## config.mk

```make
export PLATFORM = sky130hd
export DESIGN_NAME = regfile_wb_arbiter
export DESIGN_NICKNAME = d
export VERILOG_FILES = /design/src/rtl/aap_rf_pkg.sv /design/src/rtl/wb_rr_pick.sv /design/src/rtl/regfile_wb_arbiter.sv
export SDC_FILE = /design/constraint.sdc
export NUM_CORES = 1
export LEC_CHECK = 0
export BUFFER_PORTS_ARGS = -buffer_cell sky130_fd_sc_hd__buf_4
export CAP_MARGIN = 20
export CORE_MARGIN = 3
export CORE_UTILIZATION = 40
export DETAILED_ROUTE_END_ITERATION = 16
export MAX_ROUTING_LAYER = met4
export PLACE_DENSITY = 0.64
export SYNTH_ARGS = -nofsm -noshare
export SYNTH_HDL_FRONTEND = slang
export SYNTH_SLANG_ARGS = --single-unit
```

## constraint.sdc

```tcl
create_clock -name clock -period 3.75 [get_ports clock]
set_clock_uncertainty 0.2 [all_clocks]
set_input_delay 0.75 -clock clock [delete_from_list [all_inputs] [get_ports clock]]
set_output_delay 0.75 -clock clock [all_outputs]
set_load 0.01 [all_outputs]
```

## src/rtl/aap_rf_pkg.sv

```systemverilog
// rtl/aap_rf_pkg.sv - register file geometry, writeback requester ids and arbiter defaults
package aap_rf_pkg;

    localparam int RF_ADDR_W   = 2;
    localparam int RF_DATA_W   = 16;
    localparam int RF_NUM_REGS = 4;

    // Writeback requester indices as wired into the arbiter
    localparam int REQ_ALU  = 0;
    localparam int REQ_LOAD = 1;
    localparam int REQ_LINK = 2;

    localparam int WB_NUM_REQ      = 3;
    localparam int WB_STARVE_LIMIT = 4;
    localparam int WB_STAT_W       = 16;

    // Next index in a ring of n requesters
    function automatic int wrap_inc(input int idx, input int n);
        return (idx + 1 >= n) ? 0 : idx + 1;
    endfunction

endpackage

```

## src/rtl/wb_rr_pick.sv

```systemverilog
// rtl/wb_rr_pick.sv - combinational two-slot picker: starved first, then rotating priority, with same-address masking
module wb_rr_pick
    import aap_rf_pkg::*;
#(
    parameter int NUM_REQ = WB_NUM_REQ,
    parameter int ADDR_W  = RF_ADDR_W,
    parameter int IDX_W   = (NUM_REQ > 1) ? $clog2(NUM_REQ) : 1
) (
    input  logic [NUM_REQ-1:0]        valid_i,
    input  logic [NUM_REQ-1:0]        starved_i,
    input  logic [NUM_REQ*ADDR_W-1:0] addr_i,
    input  logic [IDX_W-1:0]          ptr_i,
    input  logic                      block_i,
    output logic [NUM_REQ-1:0]        grant_o,
    output logic                      slot1_vld_o,
    output logic [IDX_W-1:0]          slot1_idx_o,
    output logic                      slot2_vld_o,
    output logic [IDX_W-1:0]          slot2_idx_o
);

    int                pick_idx;
    logic              pick_cand;
    logic [ADDR_W-1:0] slot1_addr;

    // Pass 0 walks starved requesters by index, pass 1 walks the rest from ptr_i upward;
    // the first candidate takes slot 1, the first later one with a different address takes slot 2.
    always_comb begin
        grant_o     = '0;
        slot1_vld_o = 1'b0;
        slot1_idx_o = '0;
        slot2_vld_o = 1'b0;
        slot2_idx_o = '0;
        slot1_addr  = '0;
        pick_idx    = 0;
        pick_cand   = 1'b0;
        for (int pass = 0; pass < 2; pass++) begin
            for (int k = 0; k < NUM_REQ; k++) begin
                if (pass == 0) begin
                    pick_idx = k;
                end else begin
                    pick_idx = int'(ptr_i) + k;
                    if (pick_idx >= NUM_REQ) begin
                        pick_idx = pick_idx - NUM_REQ;
                    end
                end
                pick_cand = valid_i[pick_idx] && !block_i &&
                            ((pass == 0) ? starved_i[pick_idx] : !starved_i[pick_idx]);
                if (pick_cand) begin
                    if (!slot1_vld_o) begin
                        slot1_vld_o       = 1'b1;
                        slot1_idx_o       = IDX_W'(pick_idx);
                        slot1_addr        = addr_i[pick_idx*ADDR_W +: ADDR_W];
                        grant_o[pick_idx] = 1'b1;
                    end else if (!slot2_vld_o &&
                                 (addr_i[pick_idx*ADDR_W +: ADDR_W] != slot1_addr)) begin
                        slot2_vld_o       = 1'b1;
                        slot2_idx_o       = IDX_W'(pick_idx);
                        grant_o[pick_idx] = 1'b1;
                    end
                end
            end
        end
    end

endmodule

```

## src/rtl/regfile_wb_arbiter.sv

```systemverilog
// rtl/regfile_wb_arbiter.sv - two-port register file writeback arbiter; optional stall counters under WB_STATS_EN
module regfile_wb_arbiter
    import aap_rf_pkg::*;
#(
    parameter int NUM_REQ      = WB_NUM_REQ,
    parameter int ADDR_W       = RF_ADDR_W,
    parameter int DATA_W       = RF_DATA_W,
    parameter int STARVE_LIMIT = WB_STARVE_LIMIT
) (
    input  logic                      clock,
    input  logic                      reset,
    input  logic [NUM_REQ-1:0]        req_valid,
    input  logic [NUM_REQ*ADDR_W-1:0] req_addr,
    input  logic [NUM_REQ*DATA_W-1:0] req_data,
    output logic [NUM_REQ-1:0]        req_ready,
    input  logic                      hold,
    output logic [ADDR_W-1:0]         wr1,
    output logic [ADDR_W-1:0]         wr2,
    output logic [DATA_W-1:0]         wr1_data,
    output logic [DATA_W-1:0]         wr2_data,
    output logic                      wr1_enable,
    output logic                      wr2_enable,
    input  logic [1:0]                stat_sel,
    output logic [15:0]               stat_count
);

    localparam int IDX_W = (NUM_REQ > 1) ? $clog2(NUM_REQ) : 1;
    localparam int AGE_W = $clog2(STARVE_LIMIT + 1);

    logic [IDX_W-1:0]  rr_ptr_q, rr_ptr_d;
    logic [AGE_W-1:0]  age_q [NUM_REQ];
    logic [AGE_W-1:0]  age_d [NUM_REQ];
    logic [NUM_REQ-1:0] starved;

    logic              slot1_vld, slot2_vld;
    logic [IDX_W-1:0]  slot1_idx, slot2_idx;

    logic              wr1_en_q, wr1_en_d, wr2_en_q, wr2_en_d;
    logic [ADDR_W-1:0] wr1_q, wr1_d, wr2_q, wr2_d;
    logic [DATA_W-1:0] wr1_data_q, wr1_data_d, wr2_data_q, wr2_data_d;

    // A requester that has waited STARVE_LIMIT cycles jumps ahead of the rotation
    always_comb begin
        starved = '0;
        for (int i = 0; i < NUM_REQ; i++) begin
            starved[i] = (age_q[i] == AGE_W'(STARVE_LIMIT));
        end
    end

    wb_rr_pick #(
        .NUM_REQ (NUM_REQ),
        .ADDR_W  (ADDR_W),
        .IDX_W   (IDX_W)
    ) u_pick (
        .valid_i     (req_valid),
        .starved_i   (starved),
        .addr_i      (req_addr),
        .ptr_i       (rr_ptr_q),
        .block_i     (hold),
        .grant_o     (req_ready),
        .slot1_vld_o (slot1_vld),
        .slot1_idx_o (slot1_idx),
        .slot2_vld_o (slot2_vld),
        .slot2_idx_o (slot2_idx)
    );

    // Rotation restarts just past the last granted index (slot 2 if used, else slot 1)
    always_comb begin
        rr_ptr_d = rr_ptr_q;
        if (slot2_vld) begin
            rr_ptr_d = IDX_W'(wrap_inc(int'(slot2_idx), NUM_REQ));
        end else if (slot1_vld) begin
            rr_ptr_d = IDX_W'(wrap_inc(int'(slot1_idx), NUM_REQ));
        end
    end

    // Ages count stalled cycles, saturate at the limit, clear on grant or idle, freeze under hold
    always_comb begin
        for (int i = 0; i < NUM_REQ; i++) begin
            age_d[i] = age_q[i];
            if (!hold) begin
                if (!req_valid[i] || req_ready[i]) begin
                    age_d[i] = '0;
                end else if (!starved[i]) begin
                    age_d[i] = age_q[i] + AGE_W'(1);
                end
            end
        end
    end

    // Load the granted request into each write port; an unused port keeps its address and data
    always_comb begin
        wr1_en_d   = slot1_vld;
        wr1_d      = wr1_q;
        wr1_data_d = wr1_data_q;
        wr2_en_d   = slot2_vld;
        wr2_d      = wr2_q;
        wr2_data_d = wr2_data_q;
        if (slot1_vld) begin
            wr1_d      = req_addr[int'(slot1_idx)*ADDR_W +: ADDR_W];
            wr1_data_d = req_data[int'(slot1_idx)*DATA_W +: DATA_W];
        end
        if (slot2_vld) begin
            wr2_d      = req_addr[int'(slot2_idx)*ADDR_W +: ADDR_W];
            wr2_data_d = req_data[int'(slot2_idx)*DATA_W +: DATA_W];
        end
    end

    // Arbitration state: rotation pointer and per-requester ages
    always_ff @(posedge clock or posedge reset) begin
        if (reset) begin
            rr_ptr_q <= '0;
            for (int i = 0; i < NUM_REQ; i++) begin
                age_q[i] <= '0;
            end
        end else begin
            rr_ptr_q <= rr_ptr_d;
            for (int i = 0; i < NUM_REQ; i++) begin
                age_q[i] <= age_d[i];
            end
        end
    end

    // Registered write ports; reset drops any grant that was about to land
    always_ff @(posedge clock or posedge reset) begin
        if (reset) begin
            wr1_en_q   <= 1'b0;
            wr1_q      <= '0;
            wr1_data_q <= '0;
            wr2_en_q   <= 1'b0;
            wr2_q      <= '0;
            wr2_data_q <= '0;
        end else begin
            wr1_en_q   <= wr1_en_d;
            wr1_q      <= wr1_d;
            wr1_data_q <= wr1_data_d;
            wr2_en_q   <= wr2_en_d;
            wr2_q      <= wr2_d;
            wr2_data_q <= wr2_data_d;
        end
    end

    assign wr1        = wr1_q;
    assign wr1_data   = wr1_data_q;
    assign wr1_enable = wr1_en_q;
    assign wr2        = wr2_q;
    assign wr2_data   = wr2_data_q;
    assign wr2_enable = wr2_en_q;

`ifdef WB_STATS_EN
    logic [15:0] stat_cnt_q [NUM_REQ];
    logic [15:0] stat_count_q, stat_count_d;

    // Per-requester saturating stall counters (stalls under hold are not counted)
    always_ff @(posedge clock or posedge reset) begin
        if (reset) begin
            for (int i = 0; i < NUM_REQ; i++) begin
                stat_cnt_q[i] <= '0;
            end
        end else begin
            for (int i = 0; i < NUM_REQ; i++) begin
                if (req_valid[i] && !req_ready[i] && !hold && (stat_cnt_q[i] != 16'hFFFF)) begin
                    stat_cnt_q[i] <= stat_cnt_q[i] + 16'd1;
                end
            end
        end
    end

    // Counter readout mux; out-of-range selects read zero
    always_comb begin
        stat_count_d = '0;
        for (int i = 0; i < NUM_REQ; i++) begin
            if (stat_sel == 2'(i)) begin
                stat_count_d = stat_cnt_q[i];
            end
        end
    end

    // Registered readout
    always_ff @(posedge clock or posedge reset) begin
        if (reset) begin
            stat_count_q <= '0;
        end else begin
            stat_count_q <= stat_count_d;
        end
    end

    assign stat_count = stat_count_q;
`else
    logic unused_stat_sel;
    assign unused_stat_sel = ^stat_sel;
    assign stat_count      = '0;
`endif

endmodule

```

# Yosys cells after proc, flatten, opt, wreduce, memory -nomap -nowiden
# Cells that the tools add are included.
# classes
addsub,10
reduce_logical,37
eq_ne,11
order_cmp,11
muxes,108
bitwise_logic,4
n_shift,7
# op_table
op,count
32-bit by 1-bit >= comparator with 1-bit output (second input constant),3
32-bit by 4-bit less-than comparator with 1-bit output (second input constant),3
32-bit 2-to-1 mux,3
48-bit by 7-bit variable part select with 16-bit output,2
6-bit by 32-bit variable part select with 2-bit output,3
2-bit 2-to-1 mux,37
32-bit by 3-bit >= comparator with 1-bit output (second input constant),2
32-bit by 3-bit subtractor with 32-bit output (second input constant),2
3-bit 2-to-1 mux,18
1-bit 2-to-1 mux,41
1-bit logical AND,19
1-bit binary-select mux with 2-bit select,6
6-bit by 4-bit variable part select with 2-bit output,2
1-bit zero test,11
2-bit != test,5
2-bit by 1-bit adder with 3-bit output (second input constant),3
3-bit by 1-bit adder with 3-bit output (second input constant),3
3-bit equality test (second input constant),3
3-bit OR,3
1-bit demux with 2-bit select,3
3-bit by 2-bit >= comparator with 1-bit output (second input constant),2
2-bit != test (second input constant),3
2-bit AND reduction,3
2-bit by 2-bit adder with 3-bit output (second input constant),1
other kinds (5),7
# totals
in_bits,62
out_inout_bits,57
wordCells,198
register_bits,49

# Depth between registers and ports, before layout
# logic_depth
ltp_word,32
depth_mapped,15
depth_no_buf,12

# By module
# A second synthesis with hierarchy kept.
# unflattened
hier_cells,458
area_unflattened_um2,4117.7
# by_module_without_submodules
mod,cells_each,instances,seq_area_each_um2,area_each_um2
regfile_wb_arbiter,290,1,1226.2,2939.1
wb_rr_pick,168,1,0.0,1178.6

# Least setup slack after synthesis
# No wires, ideal clock.
# synth_path
kind,input to output
start,input port hold
end,output port req_ready[2]
path_slack_ps,-291
t_required_ps,2800
n_path_buf,1
t_arrival_ps,3091
stages,11
cell_sequence,buf_2 -> nand4b_2 -> nand3_1 -> a21oi_1 -> or3_1 -> and3_1 -> o311a_1 -> or2_4 -> and2_1 -> o21a_1 -> nand2b_1
# synth_between
elab_chain_cells,28
word_cells_on_any_way,67
cone_classes,eq/ne: 5; mux: 38; bitwise: 3; reduce/logical: 21
# synth_lines
element,line_no,text
start: declaration,regfile_wb_arbiter.sv:16,"input logic hold,"
1-bit zero test *,wb_rr_pick.sv:46,pick_cand = valid_i[pick_idx] && !block_i &&
1-bit logical AND (2 in a row),wb_rr_pick.sv:46,
2-bit 2-to-1 mux,wb_rr_pick.sv:48,if (pick_cand) begin
2-bit != test,wb_rr_pick.sv:55,(addr_i[pick_idx*ADDR_W +: ADDR_W] != slot1_addr)) begin
1-bit 2-to-1 mux,wb_rr_pick.sv:54,end else if (!slot2_vld_o &&
1-bit 2-to-1 mux,wb_rr_pick.sv:49,if (!slot1_vld_o) begin
1-bit 2-to-1 mux,wb_rr_pick.sv:48,
1-bit zero test,wb_rr_pick.sv:54,
(+11 left out),n/a,
1-bit 2-to-1 mux,wb_rr_pick.sv:54,
1-bit 2-to-1 mux,wb_rr_pick.sv:49,
1-bit 2-to-1 mux,wb_rr_pick.sv:48,
1-bit zero test,wb_rr_pick.sv:54,
1-bit logical AND,wb_rr_pick.sv:54,
3-bit 2-to-1 mux,wb_rr_pick.sv:54,
3-bit 2-to-1 mux,wb_rr_pick.sv:49,
3-bit 2-to-1 mux *,wb_rr_pick.sv:48,
end: declaration,regfile_wb_arbiter.sv:15,"output logic [NUM_REQ-1:0] req_ready,"
# Every way passes the cells marked *; elsewhere a longest branch is shown, timed or not.

# Final worst setup path
# layout_path
start,register rr_ptr_q[0]
end,output port req_ready[2]
# layout_between
elab_chain_cells,18
word_cells_on_any_way,88
cone_classes,add/sub: 5; order compare: 9; eq/ne: 3; shift: 3; mux: 48; bitwise: 3; reduce/logical: 17
# layout_lines
element,line_no,text
start: declaration,regfile_wb_arbiter.sv:30,"logic [IDX_W-1:0] rr_ptr_q, rr_ptr_d;"
start signal: assignment,regfile_wb_arbiter.sv:117,rr_ptr_q <= rr_ptr_d;
"parallel branches: the longest is 17 deep, another holds 32-bit by 3-bit subtractor with 32-bit output",n/a,
3-bit 2-to-1 mux *,wb_rr_pick.sv:48,
# Mark *: on every way between the ends. The select of a mux whose other input is x is not followed.

==> impl_metrics.tcl <==
set metrics [dict create \
    status "finished, violations left" \
    violations "negative setup slack" \
    cts_tree "yes" \
    clockBufferDepth 2 \
    period_needed_ps 4210 \
    antenna_found_initial 0 \
    chipWidth_um 106 \
    globalRoute.totalOverflow 0 \
    netlist_area_sq_um 3980 \
    antenna_cells 0 \
    port_buffers 100 \
    post-route-period-util_pct 112 \
    clkTransAtPathRegs_ps 100 \
    vias_per_cell 5.67 \
    initial_utilization_pct 42.1 \
    syn2layout_area_growth_pct 54.6 \
    grt_busiest_layer "met2" \
    routedWlPerCell_um 17.5 \
    avgSynthCellArea_sq_um 8.71 \
    numCtsBuffers 5 \
    finalHoldViolations 0 \
    cp-end-kind "output pin" \
    final-setup-viol-count 3 \
    synthArstFlopShare_pct 100 \
    drtIter0Drc 286 \
    fill_cells 821 \
    vias 4538 \
    grt_util_met3_pct 3.74 \
    grtUsageMet1_pct 32.4 \
    final-seq-area_sq_um 1230 \
    slew_violations 0 \
    synth_top_area_cell "dfrtp_1" \
    nNetsFinal 744 \
    slew-limit-headroom_pct 61.6 \
    die_h_um 106 \
    insertion_delay_ps 300 \
    cts_sinks 49 \
    maxCapViolCount 0 \
    worstHoldPathType "input pin to asynchronous set/reset pin" \
    met2_usage_pct 41.5 \
    first_pass_iters 7 \
    wl_um 14000 \
    pre_cts_ws_ps -452 \
    cts.htree.levels 2 \
    yosysTopAreaCellShare_pct 30.8 \
    worstPathRequired_ps 2800 \
    synthDistinctLibCells 78 \
    drc 0 \
    critPathArrivalTime_ps 3260 \
    synth-warning-count 0 \
    grt_max_degree 50 \
    syn-instance-count 457 \
    dieArea_sq_um 11200 \
    ios 119 \
    gp_congestion 0.975 \
    rows 35 \
    rsz0062_at_grt "true" \
    grtUsageTotal_pct 25.1 \
    fin_util_pct 65.1 \
    leakage_uw 0.00291 \
    ir_worst_vdd_mv 0.453 \
    drive_above_1_share_pct 48.1 \
    synth_edf_count 0 \
    grt_pass1_vias 4606 \
    hpwl_um 10400 \
    ys_seq_area_share_pct 30.8 \
    worstMarginPinSlew_ps 573 \
    startpoint_type "flop" \
    synthTopCellsByArea "dfrtp_1 31%, nand2_1 4.1%, a221o_1 4.0%" \
    cts-root-buf "clkbuf_8" \
    powerDensity_nw_per_um2 960 \
    totalPowerFinal_uw 5910 \
    postCtsHoldBufs 0 \
    ys_ff_latch 49 \
    antenna_left 0 \
    grt_pass1_wl_um 22600 \
    crit_fanout 6 \
    dominantRegCellSynth "dfrtp_1" \
    fin_ws_ps -461 \
    core-area_sq_um 9460 \
    multi_input_area_sq_um 2700 \
    tns_ps -1300 \
    setup.worst_path.class "flop to output pin" \
    maxClockFrequency_mhz 237 \
]
==> critical path: stages (launching register included) <==
cell and delay [ps]:
dfrtp_1 420, buf_6 130, ha_4 180, buf_6 110
or4_4 500, o31ai_4 110, nand4_4 170, and3_4 180
o311a_4 310, or2_4 230, and2_4 140, o21a_1 200
nand2b_4 140, buf_6 120
==> synthesized netlist by cell type, drive strengths merged, types with 6 or more instances <==
master  instances
dfrtp          49
nand2          43
nor2           35
buf            27
a21oi          22
a31oi          22
a22oi          20
clkbuf         20
a22o           18
o21ai          18
a221o          16
inv            16
nand3          16
ha             12
mux2i          11
nor3            9
o22ai           6
==> cells by family after synthesis <==
family	count (synthesis)	share of synthesized area (%)
DFF	49	30.8
and+or+nand+nor	141	18.8
muxes	12	3.05
xor gates and xnor gates	10	2.20
adders and majority gates	12	3.77
buffers and inverters	63	8.52
other	1	0.0942
AOI/OAI and AO/OA	169	32.8
==> layer usage <==
layer  wire [um]  vias up
met5           0        -
met4         182        0
met3         800       17
met2        6980      172
met1        6050     2223
li1            -     2126
==> report_power, final <==
group          total, uW  switching, uW  leakage (uW)  internal (uW)
Clock                463            195     0.0000687            269
Combinational       4490           2180       0.00224           2300
Sequential           956            149      0.000593            807
Total               5910           2530       0.00291           3380
==> timing repair <==
item	4_1_cts	5_1_grt
endpoints found under the hold margin	0	0
endpoints found under the setup margin	25	25
gates resized for setup	33	20
pin swaps	7	6
buffers inserted	9	6
==> layout by cell type (no fill, tap or decap), types with 4 or more instances in the layout <==
master | Yosys | routed
buf_12 | 1 | 4
o21ai_1 | 4 | 4
buf_4 | 17 | 226
mux2i_1 | 11 | 9
a22o_1 | 10 | 10
a21oi_2 | 1 | 6
o22ai_1 | 6 | 6
nor3_1 | 9 | 9
a31oi_1 | 22 | 22
xor2_1 | 5 | 5
conb_1 | 1 | 16
nand3_1 | 16 | 16
xnor2_1 | 5 | 5
a22oi_1 | 19 | 19
o21ai_0 | 14 | 11
a21oi_1 | 20 | 14
inv_1 | 16 | 11
a221o_1 | 16 | 16
clkbuf_8 | 0 | 5
a211oi_1 | 5 | 4
dfrtp_1 | 49 | 49
inv_2 | 0 | 4
nand2_1 | 43 | 41
ha_1 | 12 | 6
a22o_2 | 8 | 8
buf_6 | 2 | 8
nor2_1 | 35 | 34
==> area by class of cell <==
type	instances	share of cell area, %
multi-input cells	360	43.9
clock inverters	3	1.12
clock buffers	5	1.12
well taps	129	2.62
repair buffers	238	30.3
flip-flops and latches	49	19.9
inverters	16	1.04
==> path summary, 6_finish.rpt <==
check                             from           end  slack, ps  cells past startpoint
hold / removal                   reset      age_q[7]        150                      2
max in group asynchronous        reset        wr2[0]       2710                      3
min in group clock              wr1[1]        wr1[1]        360                      2
setup reg to reg           rr_ptr_q[0]  wr2_data[11]         50                     14
setup / recovery           rr_ptr_q[0]  req_ready[2]       -460                     13
hold reg to reg                 wr1[1]        wr1[1]        360                      2
==> per-stage QoR <==
stage | hold slack (ps) | cell area (sq um) | instances
after CTS | 360 | 5990 | 793
after detailed placement | 341 | 5660 | 776
final | 154 | 6160 | 800
after floorplan | 275 | 4070 | 472
after global placement | 336 | 5660 | 776
after global routing | 152 | 6160 | 800
==> sequential cells by signal, summed over array words and instances, names as in the netlist <==
register / count
wr1_data: 16
wr2_data: 16
age_q: 9
rr_ptr_q: 2
wr1: 2
wr2: 2
wr1_enable: 1
wr2_enable: 1
(Power assumes the default switching activity.)
